`config.mk`:
```
export PLATFORM = sky130hd
export DESIGN_NAME = mac_seq_iter
export DESIGN_NICKNAME = d
export VERILOG_FILES = /design/src/rtl/mac_pkg.sv /design/src/rtl/mac_sat_add.sv /design/src/rtl/mac_seq_iter.sv
export SDC_FILE = /design/constraint.sdc
export NUM_CORES = 1
export LEC_CHECK = 0
export BUFFER_PORTS_ARGS = -buffer_cell sky130_fd_sc_hd__buf_2
export CORE_ASPECT_RATIO = 1.5
export CORE_UTILIZATION = 64
export CTS_CLUSTER_SIZE = 20
export DETAILED_ROUTE_END_ITERATION = 10
export PLACE_DENSITY = 0.9
export SYNTH_ARGS = -nofsm -noshare
export SYNTH_HDL_FRONTEND = slang
export SYNTH_SLANG_ARGS = --single-unit
```
`constraint.sdc`:
```
create_clock -name clk -period 8.65 [get_ports clk]
set_input_delay 0.4325 -clock clk [delete_from_list [all_inputs] [get_ports clk]]
set_output_delay 0.4325 -clock clk [all_outputs]
set_load 0.005 [all_outputs]
```
`src/rtl/mac_pkg.sv`:
```
// mac_pkg: shared FSM state type and saturation limits for the iterative MAC.
package mac_pkg;
  typedef enum logic [1:0] {IDLE, MUL, ACC} mac_state_t;
  function automatic logic [63:0] sat_max(input int w, input logic sgn);
    return sgn ? (64'd1 << (w - 1)) - 64'd1 : (64'd1 << w) - 64'd1;
  endfunction
  function automatic logic [63:0] sat_min(input int w, input logic sgn);
    return sgn ? (~64'd0 << (w - 1)) : 64'd0;
  endfunction
endpackage

```
`src/rtl/mac_sat_add.sv`:
```
// mac_sat_add: accumulator adder with signed/unsigned overflow detection and optional clamping.
module mac_sat_add import mac_pkg::*; #(
  parameter int ACC_WIDTH = 12,
  parameter int SAT = 1
) (
  input  logic [ACC_WIDTH-1:0] base,
  input  logic [ACC_WIDTH:0]   prod,
  input  logic                 signed_mode,
  output logic [ACC_WIDTH-1:0] result,
  output logic                 overflow
);
  logic [ACC_WIDTH:0] sum;
  // one extra bit: its disagreement with the MSB flags signed overflow, alone it is the unsigned carry
  always_comb begin
    sum = {signed_mode & base[ACC_WIDTH-1], base} + prod;
    overflow = signed_mode ? sum[ACC_WIDTH] ^ sum[ACC_WIDTH-1] : sum[ACC_WIDTH];
    result = (SAT != 0 && overflow)
           ? ((signed_mode && sum[ACC_WIDTH]) ? ACC_WIDTH'(sat_min(ACC_WIDTH, signed_mode))
                                              : ACC_WIDTH'(sat_max(ACC_WIDTH, signed_mode)))
           : sum[ACC_WIDTH-1:0];
  end
endmodule

```
`src/rtl/mac_seq_iter.sv`:
```
// mac_seq_iter: multiply-accumulate using a radix-2 shift-add multiplier, one multiplier bit per cycle.
module mac_seq_iter import mac_pkg::*; #(
  parameter int WIDTH = 4,
  parameter int ACC_WIDTH = 2 * WIDTH + 4,
  parameter int SAT = 1
) (
  input  logic                 clk,
  input  logic                 reset,
  input  logic                 in_valid,
  output logic                 in_ready,
  input  logic [WIDTH-1:0]     a,
  input  logic [WIDTH-1:0]     b,
  input  logic                 signed_mode,
  input  logic                 clr,
  output logic [ACC_WIDTH-1:0] acc_q,
  output logic                 out_valid,
  output logic                 ovf
);
  localparam int CW = $clog2(WIDTH + 1);
  localparam logic [CW-1:0] LAST = CW'(WIDTH - 1);
  mac_state_t state;
  logic [CW-1:0] cnt;
  logic [WIDTH-1:0] mcand, mplier;
  logic [2*WIDTH-1:0] partial, prod_s;
  logic [ACC_WIDTH:0] prod;
  logic [ACC_WIDTH-1:0] res;
  logic neg, sm, cl, of;
  assign in_ready = state == IDLE;
  // the multiplier works on magnitudes; the sign is restored only once, at accumulate time
  assign prod_s = (neg && sm) ? -partial : partial;
  assign prod = {{(ACC_WIDTH + 1 - 2 * WIDTH){sm & prod_s[2*WIDTH-1]}}, prod_s};
  mac_sat_add #(.ACC_WIDTH(ACC_WIDTH), .SAT(SAT)) u_add (
    .base(cl ? '0 : acc_q),
    .prod(prod),
    .signed_mode(sm),
    .result(res),
    .overflow(of)
  );
  always_ff @(posedge clk) begin
    if (!reset) begin
      state <= IDLE;
      acc_q <= '0;
      ovf <= 1'b0;
      out_valid <= 1'b0;
    end else begin
      out_valid <= 1'b0;
      case (state)
        IDLE: if (in_valid) begin
          mcand <= (signed_mode && a[WIDTH-1]) ? -a : a;
          mplier <= (signed_mode && b[WIDTH-1]) ? -b : b;
          neg <= signed_mode & (a[WIDTH-1] ^ b[WIDTH-1]);
          sm <= signed_mode;
          cl <= clr;
          cnt <= '0;
          partial <= '0;
          state <= MUL;
        end
        MUL: begin
          if (mplier[0]) partial <= partial + ({{WIDTH{1'b0}}, mcand} << cnt);
          mplier <= mplier >> 1;
          cnt <= cnt + CW'(1);
          if (cnt == LAST) state <= ACC;
        end
        ACC: begin
          acc_q <= res;
          ovf <= (ovf & ~cl) | of;
          out_valid <= 1'b1;
          state <= IDLE;
        end
        default: state <= IDLE;
      endcase
    end
  end
endmodule

```
# After elaboration in Yosys (flattened, before gate mapping)
# Cells that the tools add are included.
[totals] regBits=38 in_bits=13 out_inout_bits=15 wordCells=62
[classes] n_addsub=6 eq_ne=6 shifts=1 muxes=20 n_bitwise=8 reduce_logical=10
[op_table] cell="$mux 12" count=5
[op_table] cell="$mux 8" count=3
[op_table] cell="$pmux 8 s2" count=1
[op_table] cell="$add 13x13->13" count=1
[op_table] cell="$mux 4" count=3
[op_table] cell="$add 8x8->8" count=1
[op_table] cell="$neg 4->4" count=2
[op_table] cell="$neg 8->8" count=1
[op_table] cell="$pmux 4 s2" count=1
[op_table] cell="$shl 4x3->8" count=1
[op_table] cell="$ne 2x2->1 const B" count=3
[op_table] cell="$pmux 3 s2" count=1
[op_table] cell="$reduce_and 3->1" count=2
[op_table] cell="$and 1x1->1" count=4
[op_table] cell="$logic_and 1x1->1" count=4
[op_table] cell="$mux 2" count=2
[op_table] cell="$pmux 2 s2" count=1
[op_table] cell="$reduce_and 4->1" count=1
[op_table] cell="$add 3x1->3 const B" count=1
[op_table] cell="$eq 3x2->1 const B" count=1
[op_table] cell="$mux 3" count=1
[op_table] cell="$eq 2x1->1 const B" count=1
[op_table] cell="$eq 2x2->1 const B" count=1
[op_table] cell="$logic_not 2->1" count=1
[op_table] cell="other kinds (6)" count=8

# Depth between registers and ports, before layout
# Gate-level depths: netlist of the first run.
[depth] depth_word=7 ltp_mapped=14 ltp_nobuf=13

# Hierarchy
# From an unflattened synthesis of the first run, not the netlist that was laid out.
[unflattened] hier_cells=364 hier_area_um2=3171.8
[modules_own_cells] mod="mac_seq_iter" n_inst=1 cells_each=238 area_each_um2=2258.4 seq_area_each_um2=980.9
[modules_own_cells] mod="mac_sat_add" n_inst=1 cells_each=126 area_each_um2=913.4 seq_area_each_um2=0.0

# Worst setup path before layout of the first run
# Ideal clock, no wire load.
[synth_path] kind="flip-flop to flip-flop" start="reg partial[5]" end="reg acc_q[0]" t_arrival_ns=3.372 required_ns=8.580 setup_slack_ns=5.209 path_stages_with_launch=14 path_cell_list="edfxtp_1 -> nor4_4 -> a21o_1 -> xor2_1 -> inv_1 -> ha_1 -> or4_1 -> o22a_1 -> and4b_1 -> a211o_1 -> or3b_1 -> o221a_1 -> buf_6 -> a21oi_1"
[synth_between] elab_chain_cells=7 word_cells_on_any_way=9 cone_classes="add/sub (2); mux (4); bitwise (2); reduce/logical (1)"
[synth_lines] element="start, declared" line_no="mac_seq_iter.sv:24" text="logic [2*WIDTH-1:0] partial, prod_s;"
[synth_lines] element="start signal, assigned" line_no="mac_seq_iter.sv:59" text="if (mplier[0]) partial <= partial + ({{WIDTH{1'b0}}, mcand} << cnt);"
[synth_lines] element="$neg 8->8" line_no="mac_seq_iter.sv:30" text="assign prod_s = (neg && sm) ? -partial : partial;"
[synth_lines] element="$mux 8 (*)" line_no="mac_seq_iter.sv:30"
[synth_lines] element="$and 1x1->1" line_no="mac_seq_iter.sv:31" text="assign prod = {{(ACC_WIDTH + 1 - 2 * WIDTH){sm & prod_s[2*WIDTH-1]}}, prod_s};"
[synth_lines] element="$add 13x13->13 (*)" line_no="mac_sat_add.sv:15" text="sum = {signed_mode & base[ACC_WIDTH-1], base} + prod;"
[synth_lines] element="$xor 1x1->1 or $logic_and 1x1->1 (tied branches)" line_no="mac_sat_add.sv:16, mac_sat_add.sv:18"
[synth_lines] element="$mux 1 or $mux 12 (tied branches)" line_no="mac_sat_add.sv:16, mac_sat_add.sv:18"
[synth_lines] element="$mux 12 (*)" line_no="mac_sat_add.sv:18" text="? ((signed_mode && sum[ACC_WIDTH]) ? ACC_WIDTH'(sat_min(ACC_WIDTH, signed_mode))"
[synth_lines] element="end signal, assigned" line_no="mac_seq_iter.sv:65" text="acc_q <= res;"
[synth_lines] element="end, declared" line_no="mac_seq_iter.sv:15" text="output logic [ACC_WIDTH-1:0] acc_q,"
# Mark *: on every way between the ends. The rest lies on a longest branch, timed or not.
# A chain may end at the register's enable or synchronous reset.

# Worst setup path after layout of the first run
[layout_path] start="reg partial[4]" end="reg acc_q[0]"
# Same word-level chain as after synthesis.

==> results.py, run 1 <==
metrics = {
    "yosys": {
        "synth_area_um2": 2841,
        "synth-edff-count": 22,
        "ys.flop_type": "edfxtp_1",
        "synth.cells.most_frequent": "nor2_1, o21ai_0, a21oi_1",
        "synth_top_area_cell": "edfxtp_1",
        "yosys.cell_types.count": 52,
        "ys_top_cells_by_area": "edfxtp_1, dfxtp_1, ha_1",
        "seq_area_frac_synth_pct": 34.52,
        "synth_cells": 318,
        "yosysMostFrequentCell": "nor2_1",
        "yosysTopAreaCellShare_pct": 23.25,
        "yosysWarnings": 0,
        "ys_seq_elements": 38,
        "async_flop_share_pct": 0,
        "syn_nets": 356,
        "syn_avg_cell_area_um2": 8.935,
    },
    "floorplanning": {
        "core_area_um2": 4245,
        "die_h_um": 83.61,
        "die_w_um": 56.41,
        "dieArea_um2": 4716,
        "initial_utilization_pct": 66.93,
        "io_pins": 28,
        "placementRows": 29,
    },
    "pwr": {
        "cellLeakagePower_nw": 1.393,
        "p_per_area_nw_per_um2": 138.0,
        "ir_drop_uv": 174.8,
    },
    "cts": {
        "cts_htree_levels": 2,
        "clock_sinks": 38,
        "cts_buffers": 5,
        "clock_latency_ns": 0.30,
        "tritoncts": "done",
        "cts_root_buf": "clkbuf_8",
        "cts_resized": 0,
        "cts_hold_buffers": 0,
        "cts.clk_slew.worst_paths_ns": 0.08,
        "postCtsSetupBuffers": 0,
        "clock_path_buffers": 2,
    },
    "route": {
        "wl_per_cell_um": 14.63,
        "remaining_drc_errors": 0,
        "firstDrtPassIters": 4,
        "drt_iter0_markers": 88,
        "wl_um": 5676,
        "vias_per_cell": 6.046,
        "postRouteAntennaNets": 0,
        "vias": 2346,
    },
    "final_layout": {
        "fillers": 324,
        "diodes": 0,
        "final_nets": 379,
        "postLayoutCoreUtil_pct": 72.53,
        "fin_cells": 388,
        "synthToLayoutAreaGrowth_pct": 8.366,
        "drive_gt1_share_pct": 12.87,
    },
    "critical_path": {
        "critPathLaunchType": "flip-flop",
        "critPathRequiredTime_ns": 8.88,
        "r2r-start": "partial[4]",
        "cpMaxStageDelayCell": "edfxtp_1",
        "worstSetupStartpoint": "partial[4]",
        "cp-end-kind": "flip-flop",
        "critPathKind": "flip-flop to flip-flop",
        "cp.arrival_ns": 4.00,
        "cp_max_fo": 11,
        "crit_path_cell_trace": "nor4_4 > a21o_1 > xor2_1 > inv_1 > ha_1 > or4_1 > o22a_1 > and4b_1 > a211o_1 > or3b_1 > o221a_1 > a21oi_1",
        "max_stage_delay_ns": 0.49,
    },
    "timing": {
        "hold_violations": 0,
        "min_period_ns": 3.778,
        "hold_ws_ns": 0.3051,
        "setup_slack_ns": 4.872,
        "finClkSkew_ns": 0.008598,
        "drv_slew": 0,
        "finalSetupTns_ns": 0,
        "worstMarginPinSlew_ns": 1.170,
        "relSlewSlack_pct": 21.41,
        "setup-violations-final": 0,
        "rsz0062_at_grt": "false",
        "finalCritPeriodShare_pct": 43.67,
        "max_freq_mhz": 264.7,
    },
    "global_route": {
        "grt_start_max_net_pins": 19,
        "overflow": 0,
        "grt_pass1_vias": 2346,
        "top_usage_layer": "met2",
        "grt_use_met2_pct": 48.81,
        "grt_util_all_layers_pct": 25.91,
        "use_met3_pct": 4.806,
        "grt_pass1_wl_um": 9666,
        "grt_use_met1_pct": 26.14,
        "antenna_found_initial": 0,
    },
    "placed_design": {
        "gp_congestion": 0.8938,
        "post-place-ws_ns": 4.931,
        "io_buffers": 27,
        "dp.cells": 380,
        "hpwlAfterDp_um": 4448,
    },
    "min_path": {
        "min_path_type": "primary input to flip-flop",
        "hold_start": "clr",
    },
    "flow_run": {
        "cap_violations": 0,
    },
    "outcome": {
        "status": "finished clean",
    },
}
-- worst max-delay path: cells and delay by family, from the launching register on --
kind	cells	cell delay (ns)
adders and majority gates	1	0.23
buffers and inverters	1	0.07
AOI/OAI and AO/OA	5	1.36
and+or+nand+nor	4	1.34
DFF	1	0.49
xor gates and xnor gates	1	0.22
-- kinds of logic after synthesis --
family | count (synthesis) | synth area share, %
muxes | 9 | 3.347
xor gates and xnor gates | 26 | 8.014
DFF | 38 | 34.52
AOI/OAI and AO/OA | 92 | 20.30
buffers and inverters | 31 | 4.359
adders and majority gates | 26 | 11.89
and+or+nand+nor | 96 | 17.57
-- metal layers --
layer  routed length [µm]  share of wire (%)
met5                    0                  0
met4                  178                3.1
met3                  169                3.0
met2                 3160                 56
met1                 2167                 38
-- layout make-up --
type	count	area, µm²	area share [%]
flip-flops and latches	38	980.9	31.86
multi-input cells	249	1737	56.40
clock buffers	5	68.82	2.235
well taps	46	57.56	1.869
clock inverters	3	21.27	0.6908
repair buffers	28	142.6	4.632
inverters	19	71.32	2.316
-- metrics by stage --
step	area, µm²	total power, mW
after global routing	3079	0.4449
final	3079	0.4249
after floorplan	2841	0.2827
after global placement	2989	0.2988
after detailed placement	2989	0.3033
after CTS	3079	0.4257
-- sequential cells by signal, indices dropped and copies added, names as in the netlist, 2 cells and up --
name     count
partial      8
mcand        4
acc_q       12
cnt          3
state        2
mplier       4
-- where the power goes --
group / switching [mW] / total (mW) / internal (mW)
Combinational: 0.0484 / 0.0872 / 0.0388
Clock: 0.0682 / 0.125 / 0.0566
Sequential: 0.0106 / 0.213 / 0.202
Total: 0.127 / 0.425 / 0.298
-- final timing paths --
| kind | endpoint | slack, ns | cells past startpoint |
|---|---|---|---|
| worst max-delay path | acc_q[0] | 4.87 | 12 |
| worst min-delay path | cl | 0.31 | 1 |
| worst max register to register | acc_q[0] | 4.87 | 12 |
| worst min register to register | acc_q[11] | 0.50 | 2 |
-- placed cells by master, fill, tap and decap left out, types with 2 or more instances in the layout --
cell,count
a211oi_1,5
a21o_1,4
a21oi_1,27
and2_1,3
buf_2,27
clkbuf_8,5
dfxtp_1,16
edfxtp_1,22
fa_1,2
ha_1,23
inv_1,19
mux2_2,4
mux2i_1,5
nand2_1,14
nand2b_1,8
nor2_1,34
nor2b_1,17
nor3_1,7
nor3b_1,3
o211ai_1,2
o21a_1,5
o21ai_0,28
o21bai_1,4
o31ai_1,3
xnor2_1,14
xor2_1,12
No activity file was read; power rests on OpenSTA's default activity.
==> inputs of run 2 (changes only) <==
CORE_UTILIZATION = 60   (was 64)
PLACE_DENSITY = 0.86   (was 0.9)
clock period = 3.5 ns   (was 8.65 ns; I/O delays follow)
==> results.py, run 2 (synthesis results as in run 1) <==
metrics = {
    "final_layout": {
        "final_common_cell": "buf_4",
        "largest_reg_flops": 12,
        "diodes": 0,
        "final_cell_mix": "buf_4, nor2_1, o21ai_0, buf_2, edfxtp_1",
        "drive_gt1_share_pct": 26.98,
        "postLayoutCoreUtil_pct": 78.04,
        "top_register": "acc_q",
        "synthToLayoutAreaGrowth_pct": 24.75,
        "fin_cells": 442,
        "top_regs": "acc_q: 12 flops, partial: 8 flops",
        "final_nets": 415,
    },
    "timing": {
        "relSlewSlack_pct": 56.27,
        "hold_violations": 0,
        "finClkSkew_ns": 0.01203,
        "drv_slew": 0,
        "setup_slack_ns": -0.01666,
        "setup-violations-final": 2,
        "max_freq_mhz": 284.4,
        "finalSetupTns_ns": -0.02549,
        "worstMarginPinSlew_ns": 0.6559,
        "rsz0062_at_grt": "true",
        "finalCritPeriodShare_pct": 100.5,
        "min_period_ns": 3.517,
    },
    "cts": {
        "clock_latency_ns": 0.30,
        "tritoncts": "done",
        "cts.clk_slew.worst_paths_ns": 0.08,
        "cts_hold_buffers": 0,
        "cts_buffers": 5,
        "clock_sinks": 38,
        "cts_root_buf": "clkbuf_8",
        "cts_htree_levels": 2,
        "clock_path_buffers": 2,
    },
    "placed_design": {
        "gp_congestion": 0.9733,
        "io_buffers": 27,
        "dp.cells": 418,
        "hpwlAfterDp_um": 4965,
    },
    "route": {
        "vias_per_cell": 5.959,
        "firstDrtPassIters": 4,
        "wl_per_cell_um": 17.21,
        "wl_um": 7607,
        "postRouteAntennaNets": 0,
        "drt_iter0_markers": 308,
        "vias": 2634,
        "remaining_drc_errors": 0,
    },
    "outcome": {
        "status": "complete, but fails checks",
        "violations": "setup timing",
    },
    "critical_path": {
        "cp-end-kind": "flip-flop",
        "critPathLaunchType": "flip-flop",
        "max_stage_delay_ns": 0.47,
        "crit_path_cell_trace": "buf_4 > buf_4 > nor2_1 > a21oi_1 > xor2_1 > ha_1 > or4_1 > o22a_1 > buf_4 > o211ai_1 > a21oi_2 > or3b_4 > o221a_4 > a21oi_2",
        "critPathKind": "flip-flop to flip-flop",
        "cp_max_fo": 6,
        "critical-path-top-delay-family": "compound AO/OA/AOI/OAI gates",
        "cpMostUsedCell": "buf_4",
        "critPathRequiredTime_ns": 3.73,
        "cpMaxStageDelayCell": "or4_1",
        "worst-path-buf-inv": 3,
        "cp.arrival_ns": 3.75,
    },
    "pwr": {
        "cellLeakagePower_nw": 1.596,
        "ir_drop_uv": 247.5,
        "p_per_area_nw_per_um2": 355.4,
    },
    "floorplanning": {
        "placementRows": 30,
        "core_area_um2": 4542,
        "dieArea_um2": 5021,
        "initial_utilization_pct": 62.56,
        "die_h_um": 86.28,
        "io_pins": 28,
        "die_w_um": 58.19,
    },
    "min_path": {
        "min_path_type": "primary input to flip-flop",
    },
    "global_route": {
        "grt_util_all_layers_pct": 29.26,
        "grt_pass1_vias": 2549,
        "antenna_found_initial": 0,
        "overflow": 0,
        "grt_start_max_net_pins": 19,
        "grt_pass1_wl_um": 11270,
    },
    "flow_run": {
        "cap_violations": 0,
    },
}
[run 2: report_power, final]
group	internal, mW	total (mW)	switching [mW]
combinational	0.126	0.278	0.153
clock	0.286	0.459	0.174
sequential	0.500	0.522	0.0225
[run 2: worst paths after layout]
| check | start | end | slack [ns] | cells after the start |
|---|---|---|---|---|
| max | partial[2] | acc_q[2] | -0.02 | 14 |
| min | clr | cl | 0.04 | 1 |
| max reg2reg | partial[2] | acc_q[2] | -0.02 | 14 |
| min reg2reg | acc_q[6] | acc_q[6] | 0.55 | 2 |
[run 2: layer usage]
layer	track usage, %	vias up	wire length [µm]	share of wire [%]
met5	0	-	0	0
met4	17.10	0	449	5.9
met3	5.075	42	361	4.7
met2	54.34	117	3955	52
met1	29.71	1224	2840	37
li1	-	1251	-	-
[run 2: final cells by class]
cell class | instances | area, µm²
clock buffers | 5 | 68.82
clock inverters | 3 | 68.82
fillers | 284 | 997.2
inverters | 19 | 71.32
multi-input cells | 250 | 1866
flip-flops and latches | 38 | 980.9
well taps | 64 | 80.08
repair buffers | 63 | 409.1
[run 2: metrics by stage]
stage                     total power [mW]  hold WS [ns]  instance area (µm²)  setup WS, ns
after floorplan                     0.6985        0.2739                 2841       0.05858
after global placement              0.7547        0.3517                 3162       0.03667
after detailed placement            0.7686        0.3536                 3162       -0.1136
after CTS                            1.229       0.03980                 3386     0.0003908
after global routing                 1.309       0.03640                 3545       -0.2228
final                                1.260       0.04240                 3545      -0.01666
[run 2: worst register-to-register path, cell delays in order, from the launching register on]
cell and delay, ns:
edfxtp_1 0.43, buf_4 0.16, buf_4 0.13, nor2_1 0.09, a21oi_1 0.10, xor2_1 0.17, ha_1 0.26, or4_1 0.47
o22a_1 0.20, buf_4 0.14, o211ai_1 0.16, a21oi_2 0.18, or3b_4 0.46, o221a_4 0.35, a21oi_2 0.15
[run 2: what timing repair did]
item | 4_1_cts | 5_1_grt
setup endpoints to repair | 13 | 13
gates resized for setup | 8 | 24
pin swaps | 1 | 13
gates cloned | 1 | 1
setup buffers | 5 | 9
==> inputs of run 3 (changes only) <==
CAP_MARGIN = 30   (was default)
REMOVE_ABC_BUFFERS = 1   (was default)
==> results.py, run 3 (synthesis results as in run 1) <==
metrics = {
    "outcome": {
        "status": "finished clean",
    },
    "global_route": {
        "top_usage_layer": "met2",
        "grt_use_met1_pct": 25.33,
        "grt_use_met2_pct": 47.54,
        "grt_util_all_layers_pct": 24.89,
        "grt_pass1_vias": 2335,
        "use_met3_pct": 4.776,
        "grt_pass1_wl_um": 9735,
        "overflow": 0,
        "grt_start_max_net_pins": 19,
        "antenna_found_initial": 0,
    },
    "timing": {
        "relSlewSlack_pct": 55.57,
        "finalCritPeriodShare_pct": 99.29,
        "finClkSkew_ns": 0.008601,
        "worstMarginPinSlew_ns": 0.6664,
        "max_freq_mhz": 287.8,
        "rsz0062_at_grt": "true",
        "hold_ws_ns": 0.05728,
        "setup-violations-final": 0,
        "finalSetupTns_ns": 0,
        "hold_violations": 0,
        "drv_slew": 0,
        "min_period_ns": 3.475,
    },
    "pwr": {
        "power_switching_mw": 0.3271,
        "seq_power_share_pct": 44.7,
        "p_clk_share_pct": 32.6,
        "p_per_area_nw_per_um2": 330.9,
        "p_int_mw": 0.8346,
        "swShare_pct": 28.16,
        "ir_drop_uv": 241.5,
        "combPwrFrac_pct": 22.7,
        "total_power_mw": 1.162,
        "cellLeakagePower_nw": 1.583,
    },
    "critical_path": {
        "cp.arrival_ns": 3.65,
        "critPathRequiredTime_ns": 3.67,
        "cp_max_fo": 11,
        "cp-end-kind": "flip-flop",
        "critPathLaunchType": "flip-flop",
        "critPathKind": "flip-flop to flip-flop",
    },
    "min_path": {
        "min_path_type": "primary input to flip-flop",
    },
    "cts": {
        "cts_buffers": 5,
        "clock_sinks": 38,
        "cts.clk_slew.worst_paths_ns": 0.08,
        "clock_path_buffers": 2,
        "clock_latency_ns": 0.29,
        "tritoncts": "done",
        "cts_root_buf": "clkbuf_8",
        "cts_htree_levels": 2,
    },
    "floorplanning": {
        "placementRows": 30,
        "io_pins": 28,
        "core_area_um2": 4542,
        "initial_utilization_pct": 62.56,
        "die_h_um": 86.28,
        "dieArea_um2": 5021,
        "die_w_um": 58.19,
    },
    "final_layout": {
        "drive_gt1_share_pct": 25.60,
        "fin_cells": 439,
        "top_register": "acc_q",
        "synthToLayoutAreaGrowth_pct": 23.56,
        "final_nets": 412,
        "final_common_cell": "nor2_1",
        "fin_area_um2": 3511,
        "top_regs": "acc_q: 12 flops, partial: 8 flops",
        "diodes": 0,
        "largest_reg_flops": 12,
        "final_cell_mix": "nor2_1, buf_4, buf_2",
    },
    "route": {
        "wl_um": 6268,
        "postRouteAntennaNets": 0,
        "vias": 2485,
        "vias_per_cell": 5.661,
        "firstDrtPassIters": 6,
        "remaining_drc_errors": 0,
        "wl_per_cell_um": 14.28,
        "drt_iter0_markers": 154,
    },
    "placed_design": {
        "io_buffers": 27,
        "hpwlAfterDp_um": 4626,
        "gp_congestion": 0.8628,
        "dp.cells": 423,
        "place_area_um2": 3224,
    },
    "flow_run": {
        "cap_violations": 0,
    },
}
[run 3: metal layers]
| metal | share of wire [%] | up-vias |
|---|---|---|
| met3 | 2.9 | 14 |
| met2 | 56 | 57 |
| li1 | - | 1239 |
| met5 | 0 | - |
| met1 | 39 | 1175 |
| met4 | 2.5 | 0 |
[run 3: area by class of cell]
cell class                 instances  area (µm²)
clock buffer                       5       68.82
clock inverter                     3       45.04
fill                             290        1031
inverter                          19       71.32
multi-input combinational        249        1829
sequential                        38       980.9
tap                               64       80.08
timing repair buffer              61       435.4
[run 3: power groups by stage]
stage / Combinational [mW] / Clock, mW / Sequential, mW
5_1_grt: 0.293 / 0.397 / 0.522
3_5_place_dp: 0.239 / 0 / 0.530
2_1_floorplan: 0.165 / 0 / 0.529
6_report: 0.263 / 0.379 / 0.520
4_1_cts: 0.249 / 0.379 / 0.520
3_3_place_gp: 0.231 / 0 / 0.529
[run 3: critical path, cell delays in order, from the launching register on]
cell	delay (ns)
edfxtp_1	0.43
nor4_4	0.36
a21o_1	0.22
xor2_2	0.16
inv_1	0.06
ha_2	0.18
or4_1	0.39
o22a_1	0.18
and4b_1	0.19
a211o_1	0.26
buf_4	0.15
o211a_1	0.27
buf_12	0.15
o21ai_0	0.24
a21oi_2	0.10
[run 3: what timing repair did]
item,in CTS,in global routing
endpoints found under the setup margin,11,13
pin swaps,5,4
buffers inserted,4,3
hold buffers,0,0
resized for setup,9,17
gates cloned,1,0
[run 3: final timing paths]
check / from / to / slack [ns] / depth (start not counted)
setup / recovery: partial[5] / acc_q[6] / 0.02 / 14
hold / removal: clr / cl / 0.06 / 1
setup reg to reg: partial[5] / acc_q[6] / 0.02 / 14
hold reg to reg: acc_q[11] / acc_q[11] / 0.48 / 2
[run 3: per-stage QoR]
step / setup slack (ns) / util (%)
floorplan: -0.08456 / -
global placement: 0.1275 / 70.99
detailed placement: 0.0004214 / 70.99
CTS: 0.008372 / 75.45
global route: -0.1475 / 77.30
finish: 0.02488 / 77.30
